==> config.mk <==
export PLATFORM = sky130hd
export DESIGN_NAME = bar_level_decoder
export DESIGN_NICKNAME = d
export VERILOG_FILES = /design/src/rtl/bar_pkg.sv /design/src/rtl/bar_sync.sv /design/src/rtl/bar_level_decoder.sv
export SDC_FILE = /design/constraint.sdc
export NUM_CORES = 1
export LEC_CHECK = 0
export BUFFER_PORTS_ARGS = -buffer_cell sky130_fd_sc_hd__buf_2
export CORE_MARGIN = 3
export CORE_UTILIZATION = 64
export CTS_CLUSTER_SIZE = 30
export DETAILED_ROUTE_END_ITERATION = 10
export PLACE_DENSITY_LB_ADDON = 0.2
export SYNTH_ARGS = -nofsm -noshare
export SYNTH_HDL_FRONTEND = slang
export SYNTH_SLANG_ARGS = --single-unit
==> constraint.sdc <==
create_clock -name clk -period 7.2 [get_ports clk]
set_clock_uncertainty 0.1 [all_clocks]
set_input_delay 1.8 -clock clk [delete_from_list [all_inputs] [get_ports clk]]
set_output_delay 1.8 -clock clk [all_outputs]
set_load 0.02 [all_outputs]
==> src/rtl/bar_pkg.sv <==
// -----------------------------------------------------------------------------
// bar_pkg
// Shared definitions for the LED-bar level decoder.
//   BAR_W          : width of the thermometer bar code
//   LVL_W          : width of the decoded bar level (0..7)
//   bar_state_e    : decoder FSM state (STABLE / SETTLING)
//   is_therm       : 1 when a code is a legal thermometer code (1<<n)-1, n=0..7
//   therm_to_level : number of lit segments of a legal code
// -----------------------------------------------------------------------------
package bar_pkg;

    localparam int BAR_W = 8;
    localparam int LVL_W = 3;

    typedef enum logic {
        ST_STABLE   = 1'b0,  // candidate equals the committed code
        ST_SETTLING = 1'b1   // candidate differs and is being timed
    } bar_state_e;

    // A thermometer code of the form 0..01..1 has no set bit above a clear bit,
    // so code & (code+1) is zero. The top bit must stay clear: 0xFF is not a
    // valid level because the bar only has seven steps.
    function automatic logic is_therm(input logic [BAR_W-1:0] code);
        logic [BAR_W-1:0] w_plus1;
        w_plus1 = code + {{(BAR_W-1){1'b0}}, 1'b1};
        return (code[BAR_W-1] == 1'b0) && ((code & w_plus1) == '0);
    endfunction

    // Population count of the lower seven bits; only meaningful for legal codes.
    function automatic logic [LVL_W-1:0] therm_to_level(input logic [BAR_W-1:0] code);
        logic [LVL_W-1:0] n;
        n = '0;
        for (int i = 0; i < BAR_W - 1; i++) begin
            if (code[i]) begin
                n = n + {{(LVL_W-1){1'b0}}, 1'b1};
            end
        end
        return n;
    endfunction

endpackage

==> src/rtl/bar_sync.sv <==
// -----------------------------------------------------------------------------
// bar_sync
// Two-flop synchroniser for an asynchronous multi-bit input. No reset: the
// flops only move data across the clock boundary.
//   i_clk : sampling clock (rising edge)
//   i_d   : asynchronous input bus
//   o_q   : synchronised output (second flop)
// -----------------------------------------------------------------------------
module bar_sync #(
    parameter int W = 8
) (
    input  logic         i_clk,
    input  logic [W-1:0] i_d,
    output logic [W-1:0] o_q
);

    logic [W-1:0] r_s1;
    logic [W-1:0] r_s2;

    always_ff @(posedge i_clk) begin
        r_s1 <= i_d;
        r_s2 <= r_s1;
    end

    assign o_q = r_s2;

endmodule

==> src/rtl/bar_level_decoder.sv <==
// -----------------------------------------------------------------------------
// bar_level_decoder
// Debounces an asynchronous 8-bit thermometer LED-bar code and reports the
// committed bar level together with one-cycle change events.
//
// Ports
//   clk         : single clock, rising edge
//   rst         : synchronous active-high reset
//   bar_in      : asynchronous thermometer code
//   level       : committed bar level (held across illegal codes)
//   valid       : 1 while the last committed code was a legal thermometer code
//   inc         : pulse, level stepped up by exactly 1
//   dec         : pulse, level stepped down by exactly 1
//   clr         : pulse, level dropped to 0 from 2 or more
//   jump        : pulse, any other level change between legal codes
//   err         : pulse, an illegal code was committed
//   o_dbg_state : current FSM state, for observation only
//
// Handshake/timing: there is no handshake. A code is committed once the
// synchronised value has matched the candidate for STABLE_CYCLES consecutive
// checks; level/valid and the single event pulse update on the same edge,
// STABLE_CYCLES+3 edges after bar_in is first sampled with the new value.
// -----------------------------------------------------------------------------
module bar_level_decoder
    import bar_pkg::*;
#(
    parameter int STABLE_CYCLES = 4
) (
    input  logic              clk,
    input  logic              rst,
    input  logic [BAR_W-1:0]  bar_in,
    output logic [LVL_W-1:0]  level,
    output logic              valid,
    output logic              inc,
    output logic              dec,
    output logic              clr,
    output logic              jump,
    output logic              err,
    output bar_state_e        o_dbg_state
);

    localparam int CNT_W = $clog2(STABLE_CYCLES) + 1;
    localparam logic [CNT_W-1:0] CNT_MAX = CNT_W'(STABLE_CYCLES - 1);

    // -------------------------------------------------------------------------
    // Synchroniser
    // -------------------------------------------------------------------------
    logic [BAR_W-1:0] w_sync_q;
    logic [BAR_W-1:0] w_s2;
    logic [1:0]       r_flush;

    bar_sync #(
        .W (BAR_W)
    ) u_sync (
        .i_clk (clk),
        .i_d   (bar_in),
        .o_q   (w_sync_q)
    );

    // The synchroniser flops carry no reset, so a reset is made to look like
    // it cleared them: for the two cycles after reset the stale contents are
    // replaced by 0x00 until fresh post-reset samples have reached the output.
    assign w_s2 = (r_flush != 2'b00) ? '0 : w_sync_q;

    // -------------------------------------------------------------------------
    // Registers
    // -------------------------------------------------------------------------
    bar_state_e       r_state;
    logic [BAR_W-1:0] r_cand;
    logic [CNT_W-1:0] r_cnt;
    logic [BAR_W-1:0] r_code;
    logic [LVL_W-1:0] r_level;
    logic             r_valid;
    logic             r_inc;
    logic             r_dec;
    logic             r_clr;
    logic             r_jump;
    logic             r_err;

    // -------------------------------------------------------------------------
    // Event classification of the candidate against the held level
    // -------------------------------------------------------------------------
    logic             w_cand_legal;
    logic [LVL_W-1:0] w_new_level;
    logic [LVL_W:0]   w_new_ext;
    logic [LVL_W:0]   w_old_ext;
    logic             w_ev_inc;
    logic             w_ev_dec;
    logic             w_ev_clr;
    logic             w_ev_jump;
    logic             w_match;
    logic             w_commit;

    always_comb begin
        w_cand_legal = is_therm(r_cand);
        w_new_level  = therm_to_level(r_cand);
        // One extra bit so level 7 + 1 cannot wrap to 0 in the comparisons.
        w_new_ext    = {1'b0, w_new_level};
        w_old_ext    = {1'b0, r_level};

        w_ev_inc  = 1'b0;
        w_ev_dec  = 1'b0;
        w_ev_clr  = 1'b0;
        w_ev_jump = 1'b0;
        // Priority order inc > dec > clr > jump; 1 -> 0 therefore reports dec.
        if (w_new_ext == w_old_ext + {{LVL_W{1'b0}}, 1'b1}) begin
            w_ev_inc = 1'b1;
        end else if (w_old_ext == w_new_ext + {{LVL_W{1'b0}}, 1'b1}) begin
            w_ev_dec = 1'b1;
        end else if ((w_new_level == '0) && (r_level >= LVL_W'(2))) begin
            w_ev_clr = 1'b1;
        end else if (w_new_level != r_level) begin
            w_ev_jump = 1'b1;
        end

        w_match  = (w_s2 == r_cand);
        w_commit = (r_state == ST_SETTLING) && w_match && (r_cnt == CNT_MAX);
    end

    // -------------------------------------------------------------------------
    // Candidate tracking, FSM and registered outputs
    // -------------------------------------------------------------------------
    always_ff @(posedge clk) begin
        if (rst) begin
            r_flush <= 2'b11;
            r_state <= ST_STABLE;
            r_cand  <= '0;
            r_cnt   <= '0;
            r_code  <= '0;
            r_level <= '0;
            r_valid <= 1'b1;
            r_inc   <= 1'b0;
            r_dec   <= 1'b0;
            r_clr   <= 1'b0;
            r_jump  <= 1'b0;
            r_err   <= 1'b0;
        end else begin
            r_flush <= {r_flush[0], 1'b0};

            // Event outputs are single-cycle pulses.
            r_inc  <= 1'b0;
            r_dec  <= 1'b0;
            r_clr  <= 1'b0;
            r_jump <= 1'b0;
            r_err  <= 1'b0;

            // Any change of the synchronised code restarts the stability window.
            if (!w_match) begin
                r_cand <= w_s2;
                r_cnt  <= '0;
            end else if (r_cnt != CNT_MAX) begin
                r_cnt <= r_cnt + {{(CNT_W-1){1'b0}}, 1'b1};
            end

            case (r_state)
                ST_STABLE: begin
                    // Here candidate == committed code, so a mismatch is new.
                    if (!w_match) begin
                        r_state <= ST_SETTLING;
                    end
                end

                ST_SETTLING: begin
                    if (!w_match) begin
                        // A glitch that falls back to the committed code ends
                        // the settle without any commit.
                        if (w_s2 == r_code) begin
                            r_state <= ST_STABLE;
                        end
                    end else if (w_commit) begin
                        r_state <= ST_STABLE;
                        r_code  <= r_cand;
                        if (w_cand_legal) begin
                            r_valid <= 1'b1;
                            r_level <= w_new_level;
                            r_inc   <= w_ev_inc;
                            r_dec   <= w_ev_dec;
                            r_clr   <= w_ev_clr;
                            r_jump  <= w_ev_jump;
                        end else begin
                            // Illegal code: level is held, only err fires.
                            r_valid <= 1'b0;
                            r_err   <= 1'b1;
                        end
                    end
                end

                default: begin
                    r_state <= ST_STABLE;
                end
            endcase
        end
    end

    assign level       = r_level;
    assign valid       = r_valid;
    assign inc         = r_inc;
    assign dec         = r_dec;
    assign clr         = r_clr;
    assign jump        = r_jump;
    assign err         = r_err;
    assign o_dbg_state = r_state;

endmodule

-- Yosys cells after proc, flatten, opt, wreduce, memory -nomap -nowiden
Cells that the tools add are included.
- bits in registers: 47
- word-level logic and storage cells: 74
- bits of input ports: 10
- output and inout bits: 10
- equal/unequal tests: 7
- bitwise gates (word level): 6
- reduce and logical (&&, ||, !) cells: 15
- $add $sub $neg: 10
- order comparisons: 1
- mux-type cells: 20
- operator list (operator ; count):
    3-bit by 1-bit adder with 3-bit output (second input constant) ; 7
    3-bit two-way mux ; 6
    8-bit equality test ; 2
    1-bit two-way mux ; 12
    3-bit by 1-bit adder with 4-bit output (second input constant) ; 2
    8-bit by 1-bit adder with 8-bit output (second input constant) ; 1
    8-bit AND ; 1
    3-bit by 4-bit equality test with 1-bit output ; 2
    8-bit logical NOT ; 1
    8-bit two-way mux ; 1
    8-bit OR reduction ; 1
    7-bit OR reduction ; 1
    6-bit OR reduction ; 1
    1-bit inverter ; 5
    5-bit OR reduction ; 1
    1-bit logical AND ; 4
    4-bit AND reduction ; 1
    4-bit OR reduction ; 1
    3-bit by 2-bit equality test with 1-bit output (second input constant) ; 1
    3-bit by 2-bit greater-or-equal comparator with 1-bit output (second input constant) ; 1
    3-bit logical NOT ; 1
    3-bit by 2-bit != test with 1-bit output (second input constant) ; 1
    3-bit != test ; 1
    3-bit AND reduction ; 1
    3 further kinds ; 3

-- Longest topological paths before layout
Gate-level depths: netlist of the first run.
- depth in word-level cells: 16
- gate-level depth with buffers: 23

-- Modules after synthesis
Synthesis of the first run repeated with hierarchy kept, for this count alone.
- cells, all modules: 257
- area, all modules: 2449.8 µm²
- by module, submodules not included (module ; seq. area each (µm²) ; instances ; area each (µm²) ; cells an instance):
    bar_level_decoder ; 620.6 ; 1 ; 2129.5 ; 241
    bar_sync ; 320.3 ; 1 ; 320.3 ; 16

-- Worst setup path after synthesis of the first run
Ideal clock, no wire load.
- path kind: reg-to-reg
- start point: register r_cand[0]
- end point: register r_dec, in the netlist dec
- setup time: 0.060 ns
- period minus slack after synthesis: 4.459 ns
- cell stages (with the launch flop): 24
- arrival time: 4.298 ns
- buffers on the path: 0
- slack: 2.741 ns
- required time: 7.040 ns
- cells stage by stage: dfxtp_1 > inv_1 > ha_1 > xnor2_4 > inv_1 > ha_1 > nand2_1 > o31ai_1 > ha_1 > nand2_1 > o311ai_2 > ha_1 > nand2b_1 > and2_1 > ha_1 > nand2_1 > inv_1 > or2_2 > inv_1 > ha_1 > xor2_1 > a21oi_1 > o311a_1 > and3b_1
- cells in the longest elaborated chain, start to end: 16
- RTL lines (element ; RTL line ; source):
    start, declared ; bar_level_decoder.sv:69 ; logic [BAR_W-1:0] r_cand;
    start signal, assigned ; bar_level_decoder.sv:149 ; r_cand <= w_s2;
    1-bit two-way mux * ; bar_pkg.sv:34 ; if (code[i]) begin
    3-bit by 1-bit adder with 3-bit output ; bar_pkg.sv:35 ; n = n + {{(LVL_W-1){1'b0}}, 1'b1};
    3-bit two-way mux * ; bar_pkg.sv:34 ;
    3-bit by 1-bit adder with 3-bit output ; bar_pkg.sv:35 ;
    3-bit two-way mux * ; bar_pkg.sv:34 ;
    3-bit by 1-bit adder with 3-bit output ; bar_pkg.sv:35 ;
    3-bit two-way mux * ; bar_pkg.sv:34 ;
    3-bit by 1-bit adder with 3-bit output ; bar_pkg.sv:35 ;
    3-bit two-way mux * ; bar_pkg.sv:34 ;
    3-bit by 1-bit adder with 3-bit output ; bar_pkg.sv:35 ;
    3-bit two-way mux * ; bar_pkg.sv:34 ;
    3-bit by 1-bit adder with 3-bit output ; bar_pkg.sv:35 ;
    3-bit two-way mux * ; bar_pkg.sv:34 ;
    net w_new_level[1] ; bar_level_decoder.sv:84 ; logic [LVL_W-1:0] w_new_level;
    3-bit by 1-bit adder with 4-bit output ; bar_level_decoder.sv:108 ; end else if (w_old_ext == w_new_ext + {{LVL_W{1'b0}}, 1'b1}) begin
    3-bit by 4-bit equality test with 1-bit output ; bar_level_decoder.sv:108 ;
    1-bit two-way mux ; bar_level_decoder.sv:108 ;
    end signal, assigned ; bar_level_decoder.sv:177 ; r_dec <= w_ev_dec;
    end, declared ; bar_level_decoder.sv:75 ; logic r_dec;
The timed path passes the listed nets; every way through them passes the cells marked *.
A chain may end at the register's enable or synchronous reset.

-- Worst setup path in the final report of the first run
Ends and elaborated chain as after synthesis.

==> flow_metrics.tcl, run 1 <==
set metrics [dict create \
    status "finished, final reports clean" \
    overflow 0 \
    clk_pin_slew_ns 0.09 \
    syn_nets 281 \
    synth_edf_count 0 \
    antenna_left 0 \
    clock_latency_ns 0.30 \
    critPathCapture "dec" \
    die_h_um 68.0 \
    wl_per_cell_um 14.7 \
    r2r_slack_ns 2.39 \
    num_vias 1863 \
    cp-start-kind "flop" \
    htree_levels 2 \
    regToRegStartpoint "r_cand[0]" \
    rr_worst_depth 23 \
    first_iter_violations 139 \
    cts_setup_buffers 0 \
    hold_slack_ns 0.231 \
    final.period_utilization_pct 66.8 \
    ys_seq_area_share_pct 38.3 \
    place_hpwl_um 3350 \
    finalSetupViolations 0 \
    power_density_nw_per_um2 183 \
    layout_setup_ws_ns 2.39 \
    rsz0062_at_grt "false" \
    synthArstFlopShare_pct 0 \
    ctsResizeCount 0 \
    tns_ns 0 \
    grt_pass1_wl_um 7720 \
    yosys_warnings 0 \
    cts_buffer_depth 2 \
    drv_slew 0 \
    critical_path_class "reg -> reg" \
    drc_errors 0 \
    place_ws_ns 2.40 \
    use_met1_pct 28.8 \
    fmax_mhz 208 \
    worst-path-max-fanout 6 \
    area_delta_synth_final_pct 7.07 \
    maxCapViolations 0 \
    nNetsFinal 293 \
    power_leakage_nw 1.05 \
    grt_pass1_vias 1681 \
    netlist_area_um2 2460 \
    routabilityCongestion 0.857 \
    avgSynthCellArea_um2 9.53 \
    cts_tree "built" \
    grt_usage_pct 22.5 \
    io_buffers 19 \
    layout-drive-gt1-share_pct 16.2 \
    met2_usage_pct 36.9 \
    end_kind "flop" \
    firstDrtPassIters 5 \
    synth_cell_types 53 \
    routed_wl_um 4670 \
    ios 20 \
    use_met3_pct 5.42 \
    synth-seq-cells 47 \
    cts-hold-fix-buffers 0 \
    critPathRequiredTime_ns 7.35 \
    gr-max-usage-layer "met2" \
    tightest_slew_ns 0.521 \
    num_antenna_cells 0 \
    slew_headroom_pct 65.2 \
    grt_max_degree 16 \
    num_rows 21 \
    startpoint "r_cand[0]" \
    hold_path_depth 0 \
    cts_buffers 5 \
    cp_common_cell "ha_1" \
    design.core.area_um2 3520 \
    worstPathArrival_ns 4.97 \
    syn_inst 258 \
    min_period_ns 4.81 \
    vias_per_cell 5.88 \
    crit_chain "inv_1, ha_1, xnor2_4, inv_1, ha_1, nand2_1, o31ai_1, ha_1, nand2_1, o311ai_2, ha_1, nand2b_1, and2_1, ha_1, nand2_1, inv_1, or2_2, inv_1, ha_1, xor2_1, a21oi_1, o311a_1, and3b_1" \
    vdd_drop_max_mv 0.157 \
    cts_root_buffer "clkbuf_8" \
    dieArea_um2 4620 \
    start_util_pct 69.9 \
    synthFlopType "dfxtp_1" \
    cpPeakStageDelay_ns 0.44 \
    nFillCells 262 \
    antenna_found_initial 0 \
    min_path_type "reg -> reg" \
    timing.rr.end "dec" \
    clkSinkCount 47 \
    slowest_stage "dfxtp_1" \
    chipWidth_um 68.0 \
    hold_viol 0 \
]
## cell usage after synthesis (6+ instances only)
cell	count	area [um2]
dfxtp_1	47	941
nor2_1	20	75.1
a21oi_1	16	80.1
inv_1	14	52.6
nand2_1	14	52.6
ha_1	13	163
nand3_1	13	65.1
and2_1	12	75.1
o21ai_0	12	60.1
xnor2_1	11	96.3
clkbuf_1	8	30.0
a31oi_1	6	37.5
## registers in the layout (all words and copies together), names as in the netlist
| name | flops |
|---|---|
| err | 1 |
| valid | 1 |
| r_code | 8 |
| dec | 1 |
| r_flush | 2 |
| u_sync.o_q | 8 |
| inc | 1 |
| r_cnt | 3 |
| o_dbg_state | 1 |
| r_cand | 8 |
| clr | 1 |
| level | 3 |
| u_sync.r_s1 | 8 |
| jump | 1 |
## report_power, final
part	leakage [nW]	total, W	switching (W)	internal, W
logic	0.625	0.0000516	0.0000289	0.0000227
registers	0.386	0.000277	0.00000938	0.000268
clock network	0.0412	0.000154	0.0000861	0.0000679
total	1.05	0.000483	0.000124	0.000358
## kinds of logic (layout without fill, tap and decap cells)
logic type | after synthesis | count (layout) | share of synthesized area, %
simple gates | 87 | 87 | 21.0
compound gates | 59 | 59 | 16.5
flops | 47 | 47 | 38.3
buf+inv | 28 | 41 | 4.73
xor+xnor | 22 | 22 | 12.1
fa+ha+maj | 13 | 13 | 6.61
mux | 2 | 2 | 0.814
## placed cells by master (no fill, tap or decap), types with 3 or more instances in the layout
cell,instances
a31oi_1,6
nand2_1,14
or2_2,3
ha_1,13
xnor2_1,11
o32ai_1,5
buf_2,19
o31ai_1,3
a21oi_1,16
a22o_1,3
xor2_1,3
dfxtp_1,47
nand3_1,13
and2_1,12
inv_1,14
clkbuf_8,5
nor2_1,20
o21ai_0,12
nor4bb_1,5
## worst min-delay path by stage
stage / from / endpoint / slack [ns]
2_1_floorplan: u_sync.r_s1[0] / u_sync.o_q[0] / 0.21
3_3_place_gp: u_sync.r_s1[5] / u_sync.o_q[5] / 0.21
3_5_place_dp: u_sync.r_s1[1] / u_sync.o_q[1] / 0.21
4_1_cts: u_sync.r_s1[1] / u_sync.o_q[1] / 0.23
5_1_grt: u_sync.r_s1[4] / u_sync.o_q[4] / 0.24
6_report: u_sync.r_s1[2] / u_sync.o_q[2] / 0.23
## per-stage QoR
step / utilization [%] / total power (W) / instance area, um2 / cells
after floorplan: - / 0.000322 / 2460 / 258
after global placement: 72.4 / 0.000332 / 2550 / 309
after detailed placement: 72.4 / 0.000334 / 2550 / 309
after CTS: 74.8 / 0.000484 / 2630 / 317
after global routing: 74.8 / 0.000501 / 2630 / 317
final: 74.8 / 0.000483 / 2630 / 317
## critical path, delay by kind of cell, from the launching register on
family | cells | cell delay (ns)
xor+xnor | 2 | 0.39
fa+ha+maj | 6 | 1.80
compound gates | 4 | 0.59
flops | 1 | 0.44
buf+inv | 4 | 0.33
simple gates | 7 | 1.12
## metal layers
metal | routed length, um | part of all wire [%] | vias to the layer above
met1 | 2120 | 45 | 870
met3 | 217 | 4.6 | 7
met2 | 2260 | 48 | 46
li1 | - | - | 940
met4 | 67 | 1.4 | 0
met5 | 0 | 0 | -
## area by class of cell
| class | instances | area [um2] | share of cell area [%] |
|---|---|---|---|
| Inverter | 14 | 52.6 | 2.00 |
| Multi-Input combinational cell | 183 | 1400 | 53.3 |
| Clock inverter | 2 | 12.5 | 0.475 |
| Sequential cell | 47 | 941 | 35.7 |
| Clock buffer | 6 | 72.6 | 2.76 |
| Timing Repair Buffer | 19 | 95.1 | 3.61 |
| Tap cell | 46 | 57.6 | 2.19 |
Note: power is estimated with default switching activity, not from simulation.
==> inputs of run 2 (changes only) <==
- CORE_UTILIZATION: 64 -> 59
- clock period: 7.2 -> 4.74 ns (I/O delays scaled with it)
==> run 2 against run 1 <==
Fmax grew 9.8%. Highest routed layer unchanged. Total power grew 58%. Register-to-register slack lost 2.0 ns.
==> flow_metrics.tcl, run 2 (synthesis gave the netlist of run 1 again) <==
set metrics [dict create \
    vias_per_cell 5.96 \
    regToRegStartpoint "r_cand[0]" \
    first_iter_violations 106 \
    cts_buffers 5 \
    p_seq_share_pct 55.3 \
    grt_pass1_wl_um 8140 \
    fmax_mhz 228 \
    antenna_left 0 \
    power_switching_w 0.000185 \
    r2r_slack_ns 0.36 \
    num_antenna_cells 0 \
    grt_usage_pct 20.1 \
    clkSinkCount 47 \
    dp.cells 313 \
    wl_per_cell_um 14.6 \
    worst-path-max-fanout 6 \
    finalSetupViolations 0 \
    layout-drive-gt1-share_pct 19.3 \
    num_rows 22 \
    clock_latency_ns 0.30 \
    final.period_utilization_pct 92.5 \
    min_to "u_sync.o_q[2]" \
    tns_ns 0 \
    htree_levels 2 \
    slew_headroom_pct 61.1 \
    hold_viol 0 \
    tightest_slew_ns 0.582 \
    grt_max_degree 16 \
    seq_area_um2 946 \
    start_util_pct 64.3 \
    p_sw_share_pct 24.3 \
    die_h_um 70.6 \
    clkPwrFrac_pct 34.0 \
    routabilityCongestion 0.833 \
    design.core.area_um2 3830 \
    clk_pin_slew_ns 0.08 \
    final_util_pct 70.9 \
    min_period_ns 4.38 \
    power_density_nw_per_um2 280 \
    min_path_type "reg -> reg" \
    ios 20 \
    hold_slack_ns 0.231 \
    fin_cells 322 \
    num_vias 1918 \
    cts_root_buffer "clkbuf_8" \
    rr_worst_depth 23 \
    grt_pass1_vias 1837 \
    routed_wl_um 4700 \
    place_hpwl_um 3280 \
    layout_common_cells "45 x dfxtp_1, 19 x nor2_1, 19 x buf_2" \
    power_leakage_nw 1.08 \
    cts_buffer_depth 2 \
    drv_slew 0 \
    min_from "u_sync.r_s1[2]" \
    cts_tree "built" \
    multi_input_area_um2 1430 \
    intPower_w 0.000575 \
    status "finished, final reports clean" \
    cts-hold-fix-buffers 0 \
    dieArea_um2 4980 \
    firstDrtPassIters 5 \
    timing.rr.end "dec" \
    antenna_found_initial 0 \
    overflow 0 \
    drc_errors 0 \
    critPathRequiredTime_ns 4.89 \
    critical_path_class "reg -> reg" \
    rsz0062_at_grt "false" \
    cp-start-kind "flop" \
    hold_path_depth 0 \
    io_buffers 19 \
    end_kind "flop" \
    final_common_cell "dfxtp_1" \
    area_delta_synth_final_pct 10.3 \
    vdd_drop_max_mv 0.235 \
    worstPathArrival_ns 4.53 \
    nFillCells 297 \
    maxCapViolations 0 \
    nNetsFinal 296 \
    chipWidth_um 70.6 \
    power_frac_comb_pct 10.7 \
]
-- run 2: cell count changes in the layout (fill, tap and decap cells not counted), sizes merged --
cell    before  now
buf         19   22
clkinv       1    0
clkbuf       6    7
-- run 2: area by class of cell --
cell class,count,share of cell area [%]
multi-input combinational,183,52.8
sequential,47,34.9
timing repair buffer,22,4.34
clock buffer,7,3.55
tap,48,2.21
inverter,14,1.94
clock inverter,1,0.277
-- run 2: metal layers --
| metal | GRT usage, % | vias up | routed length, um |
|---|---|---|---|
| met5 | 0 | - | 0 |
| met4 | 10.4 | 0 | 70 |
| met3 | 3.27 | 7 | 272 |
| met2 | 33.1 | 63 | 2260 |
| met1 | 25.5 | 893 | 2100 |
| li1 | - | 955 | - |
-- run 2: power by group through the flow --
| stage | clock network, W | logic (W) | registers, W |
|---|---|---|---|
| floorplan | 0 | 0.0000629 | 0.000426 |
| global placement | 0 | 0.0000766 | 0.000429 |
| detailed placement | 0 | 0.0000787 | 0.000430 |
| CTS | 0.000263 | 0.0000792 | 0.000421 |
| global route | 0.000279 | 0.0000903 | 0.000423 |
| finish | 0.000258 | 0.0000816 | 0.000421 |
-- run 2: worst max-delay path by stage --
| stage | to | startpoint | slack, ns |
|---|---|---|---|
| 3_5_place_dp | dec | r_cand[0] | 0.05 |
| 6_report | dec | r_cand[0] | 0.36 |
| 4_1_cts | dec | r_cand[0] | 0.04 |
| 5_1_grt | dec | r_cand[1] | 0.008 |
| 3_3_place_gp | dec | r_cand[0] | 0.16 |
| 2_1_floorplan | dec | r_cand[0] | 0.28 |
-- run 2: what timing repair did --
item | 4_1_cts | 5_1_grt
hold endpoints to repair | 0 | 0
gates resized for setup | 0 | 9
setup buffers | 0 | 1
endpoints found under the setup margin | 0 | 4
-- run 2: through the flow --
step | power [W] | worst slack (ns) | cell area (um2)
floorplan | 0.000489 | 0.281 | 2460
global placement | 0.000506 | 0.159 | 2570
detailed placement | 0.000509 | 0.0546 | 2570
CTS | 0.000763 | 0.0377 | 2670
global route | 0.000792 | 0.00822 | 2710
finish | 0.000760 | 0.356 | 2710
-- run 2: critical path: stages, from the launching register on --
cell      delay, ns
dfxtp_4        0.38
inv_2          0.07
ha_4           0.26
xnor2_4        0.18
inv_1          0.06
ha_1           0.28
nand2_1        0.07
o31ai_1        0.07
ha_1           0.28
nand2_1        0.11
o311ai_4       0.12
ha_1           0.28
nand2b_1       0.15
and2_1         0.18
ha_1           0.32
nand2_1        0.08
inv_1          0.06
or2_2          0.32
inv_1          0.06
ha_1           0.22
xor2_1         0.14
a21oi_1        0.13
o311a_1        0.25
and3b_1        0.17
